$ cat config.mk
export PLATFORM = sky130hd
export DESIGN_NAME = sequenciador_controle
export DESIGN_NICKNAME = d
export VERILOG_FILES = /design/src/rtl/sequenciador_controle.sv
export SDC_FILE = /design/constraint.sdc
export NUM_CORES = 1
export LEC_CHECK = 0
export ABC_AREA = 1
export CAP_MARGIN = 0
export CORE_UTILIZATION = 42
export DETAILED_ROUTE_END_ITERATION = 8
export GPL_TIMING_DRIVEN = 0
export PLACE_DENSITY = 0.79
export SLEW_MARGIN = 5
export SYNTH_ARGS = -nofsm -noshare
export SYNTH_HDL_FRONTEND = slang
export SYNTH_SLANG_ARGS = --single-unit
$ cat constraint.sdc
create_clock -name clock -period 1.3 [get_ports clock]
set_input_delay 0.13 -clock clock [delete_from_list [all_inputs] [get_ports clock]]
set_output_delay 0.13 -clock clock [all_outputs]
set_load 0.1 [all_outputs]
$ cat src/rtl/sequenciador_controle.sv
// Multi-cycle fetch/decode/execute control sequencer for the 8-bit processor.
// Outputs are decoded combinationally from the state register, IR and the registered flags.
module sequenciador_controle (
  input  logic       clock,
  input  logic       reset,
  input  logic [7:0] IR,
  input  logic [3:0] CCR_result,
  output logic [1:0] bus1_sel,
  output logic [1:0] bus2_sel,
  output logic [3:0] alu_sel,
  output logic       PC_load,
  output logic       PC_inc,
  output logic       MAR_load,
  output logic       IR_load,
  output logic       A_load,
  output logic       B_load,
  output logic       CCR_load,
  output logic       write,
  output logic       halted,
  output logic       instr_fim
);

  localparam logic [7:0] OP_NOP     = 8'h00;
  localparam logic [7:0] OP_LDA_IMM = 8'h86;
  localparam logic [7:0] OP_LDA_DIR = 8'h87;
  localparam logic [7:0] OP_LDB_IMM = 8'h88;
  localparam logic [7:0] OP_LDB_DIR = 8'h89;
  localparam logic [7:0] OP_STA_DIR = 8'h96;
  localparam logic [7:0] OP_STB_DIR = 8'h97;
  localparam logic [7:0] OP_ADD     = 8'h42;
  localparam logic [7:0] OP_SUB     = 8'h43;
  localparam logic [7:0] OP_AND     = 8'h44;
  localparam logic [7:0] OP_OR      = 8'h45;
  localparam logic [7:0] OP_BRA     = 8'h20;
  localparam logic [7:0] OP_BMI     = 8'h21;
  localparam logic [7:0] OP_BEQ     = 8'h23;
  localparam logic [7:0] OP_BCS     = 8'h24;
  localparam logic [7:0] OP_BVS     = 8'h25;
  localparam logic [7:0] OP_HLT     = 8'hFF;

  localparam logic [1:0] B1_PC   = 2'b00;
  localparam logic [1:0] B1_A    = 2'b01;
  localparam logic [1:0] B1_B    = 2'b10;
  localparam logic [1:0] B2_ALU  = 2'b00;
  localparam logic [1:0] B2_BUS1 = 2'b01;
  localparam logic [1:0] B2_MEM  = 2'b10;

  typedef enum logic [3:0] {
    S_F0   = 4'd0,
    S_F1   = 4'd1,
    S_F2   = 4'd2,
    S_D3   = 4'd3,
    S_4    = 4'd4,
    S_5    = 4'd5,
    S_6    = 4'd6,
    S_7    = 4'd7,
    S_8    = 4'd8,
    S_HALT = 4'd9
  } state_t;

  typedef enum logic [3:0] {
    C_NOP     = 4'd0,
    C_LDA_IMM = 4'd1,
    C_LDB_IMM = 4'd2,
    C_LDA_DIR = 4'd3,
    C_LDB_DIR = 4'd4,
    C_STA     = 4'd5,
    C_STB     = 4'd6,
    C_ALU     = 4'd7,
    C_BR      = 4'd8,
    C_HLT     = 4'd9
  } cls_t;

  state_t     r_state;
  state_t     w_next;
  cls_t       w_cls;
  logic [3:0] w_alu_code;
  logic       w_taken;

  // Opcode classification; anything not in the map behaves as NOP.
  always_comb begin
    w_cls      = C_NOP;
    w_alu_code = 4'd0;
    w_taken    = 1'b0;
    case (IR)
      OP_LDA_IMM: w_cls = C_LDA_IMM;
      OP_LDB_IMM: w_cls = C_LDB_IMM;
      OP_LDA_DIR: w_cls = C_LDA_DIR;
      OP_LDB_DIR: w_cls = C_LDB_DIR;
      OP_STA_DIR: w_cls = C_STA;
      OP_STB_DIR: w_cls = C_STB;
      OP_ADD:     begin w_cls = C_ALU; w_alu_code = 4'd0; end
      OP_SUB:     begin w_cls = C_ALU; w_alu_code = 4'd1; end
      OP_AND:     begin w_cls = C_ALU; w_alu_code = 4'd2; end
      OP_OR:      begin w_cls = C_ALU; w_alu_code = 4'd3; end
      OP_BRA:     begin w_cls = C_BR;  w_taken = 1'b1;          end
      OP_BMI:     begin w_cls = C_BR;  w_taken = CCR_result[3]; end
      OP_BEQ:     begin w_cls = C_BR;  w_taken = CCR_result[2]; end
      OP_BCS:     begin w_cls = C_BR;  w_taken = CCR_result[0]; end
      OP_BVS:     begin w_cls = C_BR;  w_taken = CCR_result[1]; end
      OP_HLT:     w_cls = C_HLT;
      OP_NOP:     w_cls = C_NOP;
      default:    w_cls = C_NOP;
    endcase
  end

  // State register with synchronous reset back to the first fetch step.
  always_ff @(posedge clock) begin
    if (reset) begin
      r_state <= S_F0;
    end else begin
      r_state <= w_next;
    end
  end

  // Next-state and strobe decode.
  always_comb begin
    w_next    = S_F0;
    bus1_sel  = B1_PC;
    bus2_sel  = B2_ALU;
    alu_sel   = 4'd0;
    PC_load   = 1'b0;
    PC_inc    = 1'b0;
    MAR_load  = 1'b0;
    IR_load   = 1'b0;
    A_load    = 1'b0;
    B_load    = 1'b0;
    CCR_load  = 1'b0;
    write     = 1'b0;
    halted    = 1'b0;
    instr_fim = 1'b0;
    case (r_state)
      S_F0: begin
        bus1_sel = B1_PC;
        bus2_sel = B2_BUS1;
        MAR_load = 1'b1;
        w_next   = S_F1;
      end
      S_F1: begin
        PC_inc = 1'b1;
        w_next = S_F2;
      end
      S_F2: begin
        bus2_sel = B2_MEM;
        IR_load  = 1'b1;
        w_next   = S_D3;
      end
      S_D3: begin
        case (w_cls)
          C_NOP: begin
            instr_fim = 1'b1;
            w_next    = S_F0;
          end
          C_HLT:   w_next = S_HALT;
          default: w_next = S_4;
        endcase
      end
      S_4: begin
        case (w_cls)
          C_ALU: begin
            bus1_sel  = B1_B;
            bus2_sel  = B2_ALU;
            alu_sel   = w_alu_code;
            A_load    = 1'b1;
            CCR_load  = 1'b1;
            instr_fim = 1'b1;
            w_next    = S_F0;
          end
          C_NOP, C_HLT: w_next = S_F0;
          default: begin
            // Operand address comes from PC for loads, stores and branches alike.
            bus1_sel = B1_PC;
            bus2_sel = B2_BUS1;
            MAR_load = 1'b1;
            w_next   = S_5;
          end
        endcase
      end
      S_5: begin
        case (w_cls)
          C_BR: w_next = S_6;
          C_LDA_IMM, C_LDB_IMM, C_LDA_DIR, C_LDB_DIR, C_STA, C_STB: begin
            PC_inc = 1'b1;
            w_next = S_6;
          end
          default: w_next = S_F0;
        endcase
      end
      S_6: begin
        case (w_cls)
          C_LDA_IMM: begin
            bus2_sel  = B2_MEM;
            A_load    = 1'b1;
            instr_fim = 1'b1;
            w_next    = S_F0;
          end
          C_LDB_IMM: begin
            bus2_sel  = B2_MEM;
            B_load    = 1'b1;
            instr_fim = 1'b1;
            w_next    = S_F0;
          end
          C_LDA_DIR, C_LDB_DIR, C_STA, C_STB: begin
            bus2_sel = B2_MEM;
            MAR_load = 1'b1;
            w_next   = S_7;
          end
          C_BR: begin
            // Taken branch loads the target instead of skipping the operand byte.
            if (w_taken) begin
              bus2_sel = B2_MEM;
              PC_load  = 1'b1;
            end else begin
              PC_inc = 1'b1;
            end
            instr_fim = 1'b1;
            w_next    = S_F0;
          end
          default: w_next = S_F0;
        endcase
      end
      S_7: begin
        case (w_cls)
          C_STA: begin
            bus1_sel  = B1_A;
            write     = 1'b1;
            instr_fim = 1'b1;
            w_next    = S_F0;
          end
          C_STB: begin
            bus1_sel  = B1_B;
            write     = 1'b1;
            instr_fim = 1'b1;
            w_next    = S_F0;
          end
          C_LDA_DIR, C_LDB_DIR: w_next = S_8;
          default:              w_next = S_F0;
        endcase
      end
      S_8: begin
        case (w_cls)
          C_LDA_DIR: begin
            bus2_sel  = B2_MEM;
            A_load    = 1'b1;
            instr_fim = 1'b1;
          end
          C_LDB_DIR: begin
            bus2_sel  = B2_MEM;
            B_load    = 1'b1;
            instr_fim = 1'b1;
          end
          default: instr_fim = 1'b0;
        endcase
        w_next = S_F0;
      end
      S_HALT: begin
        halted = 1'b1;
        w_next = S_HALT;
      end
      default: w_next = S_F0;
    endcase
  end

endmodule
==> results of run 1 <==
## synthesized netlist by cell type
library cell,number
buf_4,2
o21ai_1,1
nand3_1,14
nand4_1,3
o21bai_2,1
nor2_2,2
nor3_1,2
o211ai_1,3
nand3b_1,2
dfxtp_1,4
a21oi_1,4
inv_1,23
inv_2,3
a22o_1,1
nor2_1,32
conb_1,1
o21ai_0,3
nor2_4,2
nor4_1,1
nand2_1,36
nand2_2,8
nor3_2,2
a21boi_0,1
## logic make-up after synthesis
| family | count (synthesis) | synth area share |
|---|---|---|
| buf+inv | 28 | 0.147 |
| flops | 4 | 0.104 |
| compound gates | 14 | 0.117 |
| other cells | 1 | 0.00489 |
| simple gates | 104 | 0.626 |
## metrics by stage
step	hold WS, ns	setup WS [ns]	TNS, ns	utilization
global placement	0.673	-1.65	-24.43	0.769
detailed placement	0.699	-1.69	-24.98	0.769
floorplan	0.189	-1.36	-7.64	-
==> impl_results.md, run 1 <==
* CTS Sinks at 4
* PostCTS Resize Cnt at about 190
* Synth warn at 0
* Status: stopped before the end
* I/O Buffers at 29
* Register area share after synthesis at 0.104
* Synth area leader: nand2_1
* Placement-stage cell area at 0.00133 mm^2
* H-tree depth at 1
* Setup bufs post-CTS at 13
* Distinct cell type count after synthesis at 23
* Placed wire-length estimate at 2110 um
* Number of top-level pins at 32
* Synthesized cell area at 767 um^2
* Post-synthesis register bit count at 4
* Clock Tree Buf Depth at 2
* TritonCTS Buffers at 3
* Die Y at 44.7 um
* Stopped at: clock tree synthesis
* Syn Inst Count at roughly 150
* Synth area leaders: nand2_1 (18%), nor2_1 (16%), inv_1 (11%)
* Core Rows at 15
* Die width at around 45 um
* Final GP Congestion at about 0.90
* Root buffer cell: clkbuf_4
* Synth top area share at 0.176
* Syn avg cell area at between 5 and 6 um^2
* Initial core utilization at 0.444
* Total placed cells including tap cells at roughly 210
* Cts hold-fix bufs at 0
* First error: [ERROR DPL-0033] detailed placement checks failed during check placement.
==> run 2: changes to the inputs <==
- CORE_AREA: unset -> 2 2 63 65
- CORE_UTILIZATION: 42 -> unset
- DIE_AREA: unset -> 0 0 65 67
- PLACE_DENSITY: 0.79 -> unset
- PLACE_DENSITY_LB_ADDON: unset -> 0.15
==> run 2 against run 1 <==
The flow now finishes, with violations (setup timing). Area after synthesis unchanged. Synthesized cell count unchanged.
==> impl_results.md, run 2 <==
* Fin. max-slew vios at 0
* Synth cell count leaders: nand2_1 (36), nor2_1 (32), inv_1 (23)
* DRC at 0
* Final clock skew at ~0.0064 ns
* First-pass GRT wire length at 5120 um
* Layout cells sized above 1 at 0.700
* Worst hold path type: in -> reg
* Post-synth EDFFs at 0
* Core box area at approximately 0.0036 mm^2
* Final count of negative-setup-slack endpoints at 19
* Fill cell count at ~320
* Clk_lat worst skew at between 0.2 and 0.25 ns
* Most frequent cells in the layout: buf_4 (28), nand2_1 (17), nor2_1 (15), buf_6 (15)
* Most common cell after layout, fill and taps aside: buf_4
* TritonCTS Buffers at 3
* FMAX at ~610 MHz
* Unrepaired setup endpoints after global routing: yes
* Clock Tree Buf Depth at 2
* CTS Sinks at 4
* First-pass detailed-route iteration total at 4
* Die Area at between 0.004 and 0.005 mm^2
* Distinct cell type count after synthesis at 23
* Post-layout min period at roughly 1.6 ns
* Root buffer cell: clkbuf_8
* Via count of the routed design at around 1200
* I/O Buffers at 29
* Synth area leader: nand2_1
* Routed wire length at 3590 um
* Vias in the first global route at 1184
* Final GP Congestion at approximately 0.85
* Biggest register: r_state
* Die Y at roughly 67 um
* Ys async rst share at 0
* Synth warn at 0
* Ys flop type: dfxtp_1
* Syn Inst Count at approximately 150
* Worst Slack Setup Final at -0.342 ns
* Number of top-level pins at 32
* CP max FO at 4
* Pwr Density at about 620 mW/mm^2
* VDD IR-drop max at 0.370 mV
* Core Rows at 22
* Critical path type: reg -> out
* Startpoint types: register
* Antenna-violating nets left at 0
* Dpl ws at -1.69 ns
* Max-cap violations at 0
* Status: finished, violations left
* Fin Setup TNS at -4.00 ns
* Clock slew at reported path FFs at approximately 0.04 ns
* Synth area leaders: nand2_1 (18%), nor2_1 (16%), inv_1 (11%)
* Final period util at 1.26
* CTS tree: built
* Initial core utilization at 0.213
* Die width at 65 um
* Final #Nets at approximately 240
* CP Capture Type: output port
* Required @ worst endpoint at 1.17 ns
* Total grt overflow at 0
* Most numerous cell in the Yosys netlist: nand2_1
* P_leak at between 0.9 and 1 nW
* Starting DRT DRC Count at 37
* Cts hold-fix bufs at 0
* Largest register FFs at 4
* Synthesized cell area at 767 um^2
* Syn avg cell area at 5.08 um^2
* Final Hold Vio Count at 0
* Initial antenna violation count at 0
* Post-synthesis register bit count at 4
* Synth top area share at 0.176
* # diodes at 0
* Arrival time worst endpoint at between 1.5 and 2 ns
* Pin count of the biggest net entering global routing at 7
* H-tree depth at 1
* Fin util at 0.575
* Violated checks: setup timing
* WL per Instance at 13.4 um
* Syn-to-layout area delta at 170%
* Register area share after synthesis at 0.104
* Placed wire-length estimate at roughly 2200 um
* Vias per cell at 4.66
* Registers with the most flip-flops: r_state: 4 flops
* Gr usage total at 0.148
==> run 2: cell counts after synthesis <==
Identical to the previous run, type by type.
==> run 2: final timing paths <==
path | startpoint | endpoint | slack (ns) | depth (start not counted)
worst max register to register | r_state[3] | r_state[2] | -0.10 | 9
worst max-delay path | r_state[1] | PC_inc | -0.34 | 6
worst min register to register | r_state[3] | r_state[1] | 0.81 | 5
worst min-delay path | IR[1] | r_state[2] | 0.53 | 6
==> run 2: stage by stage <==
step	instance area, um^2	std cells	total power, mW	hold WS, ns
floorplan	1010	152	0.589	0.189
global placement	1360	229	0.730	0.688
detailed placement	1360	229	0.731	0.685
CTS	1750	249	1.16	0.536
global route	2070	268	1.33	0.558
finish	2070	268	1.28	0.532
==> run 2: power breakdown <==
group          switching, mW  internal (mW)  leakage [nW]
logic                  0.522          0.323         0.917
registers             0.0177          0.134        0.0349
clock network         0.0738          0.210        0.0228
total                  0.614          0.668         0.975
==> run 2: what timing repair did <==
item | in CTS | in global routing
setup endpoints to repair | 20 | 19
pin swaps | 18 | 36
buffers inserted | 16 | 19
resized for setup | 213 | 52
==> run 2: cells by family (layout without fill, tap and decap cells) <==
| logic type | after synthesis | after routing | share of synthesized area |
|---|---|---|---|
| compound gates | 14 | 14 | 0.117 |
| buf+inv | 28 | 96 | 0.147 |
| flops | 4 | 4 | 0.104 |
| other cells | 1 | 2 | 0.00489 |
| simple gates | 104 | 104 | 0.626 |
==> run 2: final cells by class <==
| cell class | instances | area [um^2] | area share |
|---|---|---|---|
| multi-input combinational | 120 | 993 | 0.479 |
| timing repair buffer | 64 | 719 | 0.347 |
| inverter | 26 | 151 | 0.0730 |
| sequential | 4 | 90.1 | 0.0434 |
| tap | 48 | 60.1 | 0.0290 |
| clock buffer | 4 | 45.0 | 0.0217 |
| buffer | 2 | 15.0 | 0.00724 |
==> run 2: worst max-delay path: stages, from the launching register on <==
cell and delay [ns]:
dfxtp_2 0.34, clkinv_4 0.09, nor3_4 0.22, buf_6 0.14, nand4_1 0.13, nand3b_1 0.18
buf_12 0.19
==> run 2: metal layers <==
layer  wire, um  up-vias  GRT usage
met4         87        0     0.0505
met1       1420      584      0.178
li1           -      619          -
met5          0        -          0
met2       1980       38      0.274
met3        101        8     0.0101
No activity file was read; power rests on OpenSTA's default activity.
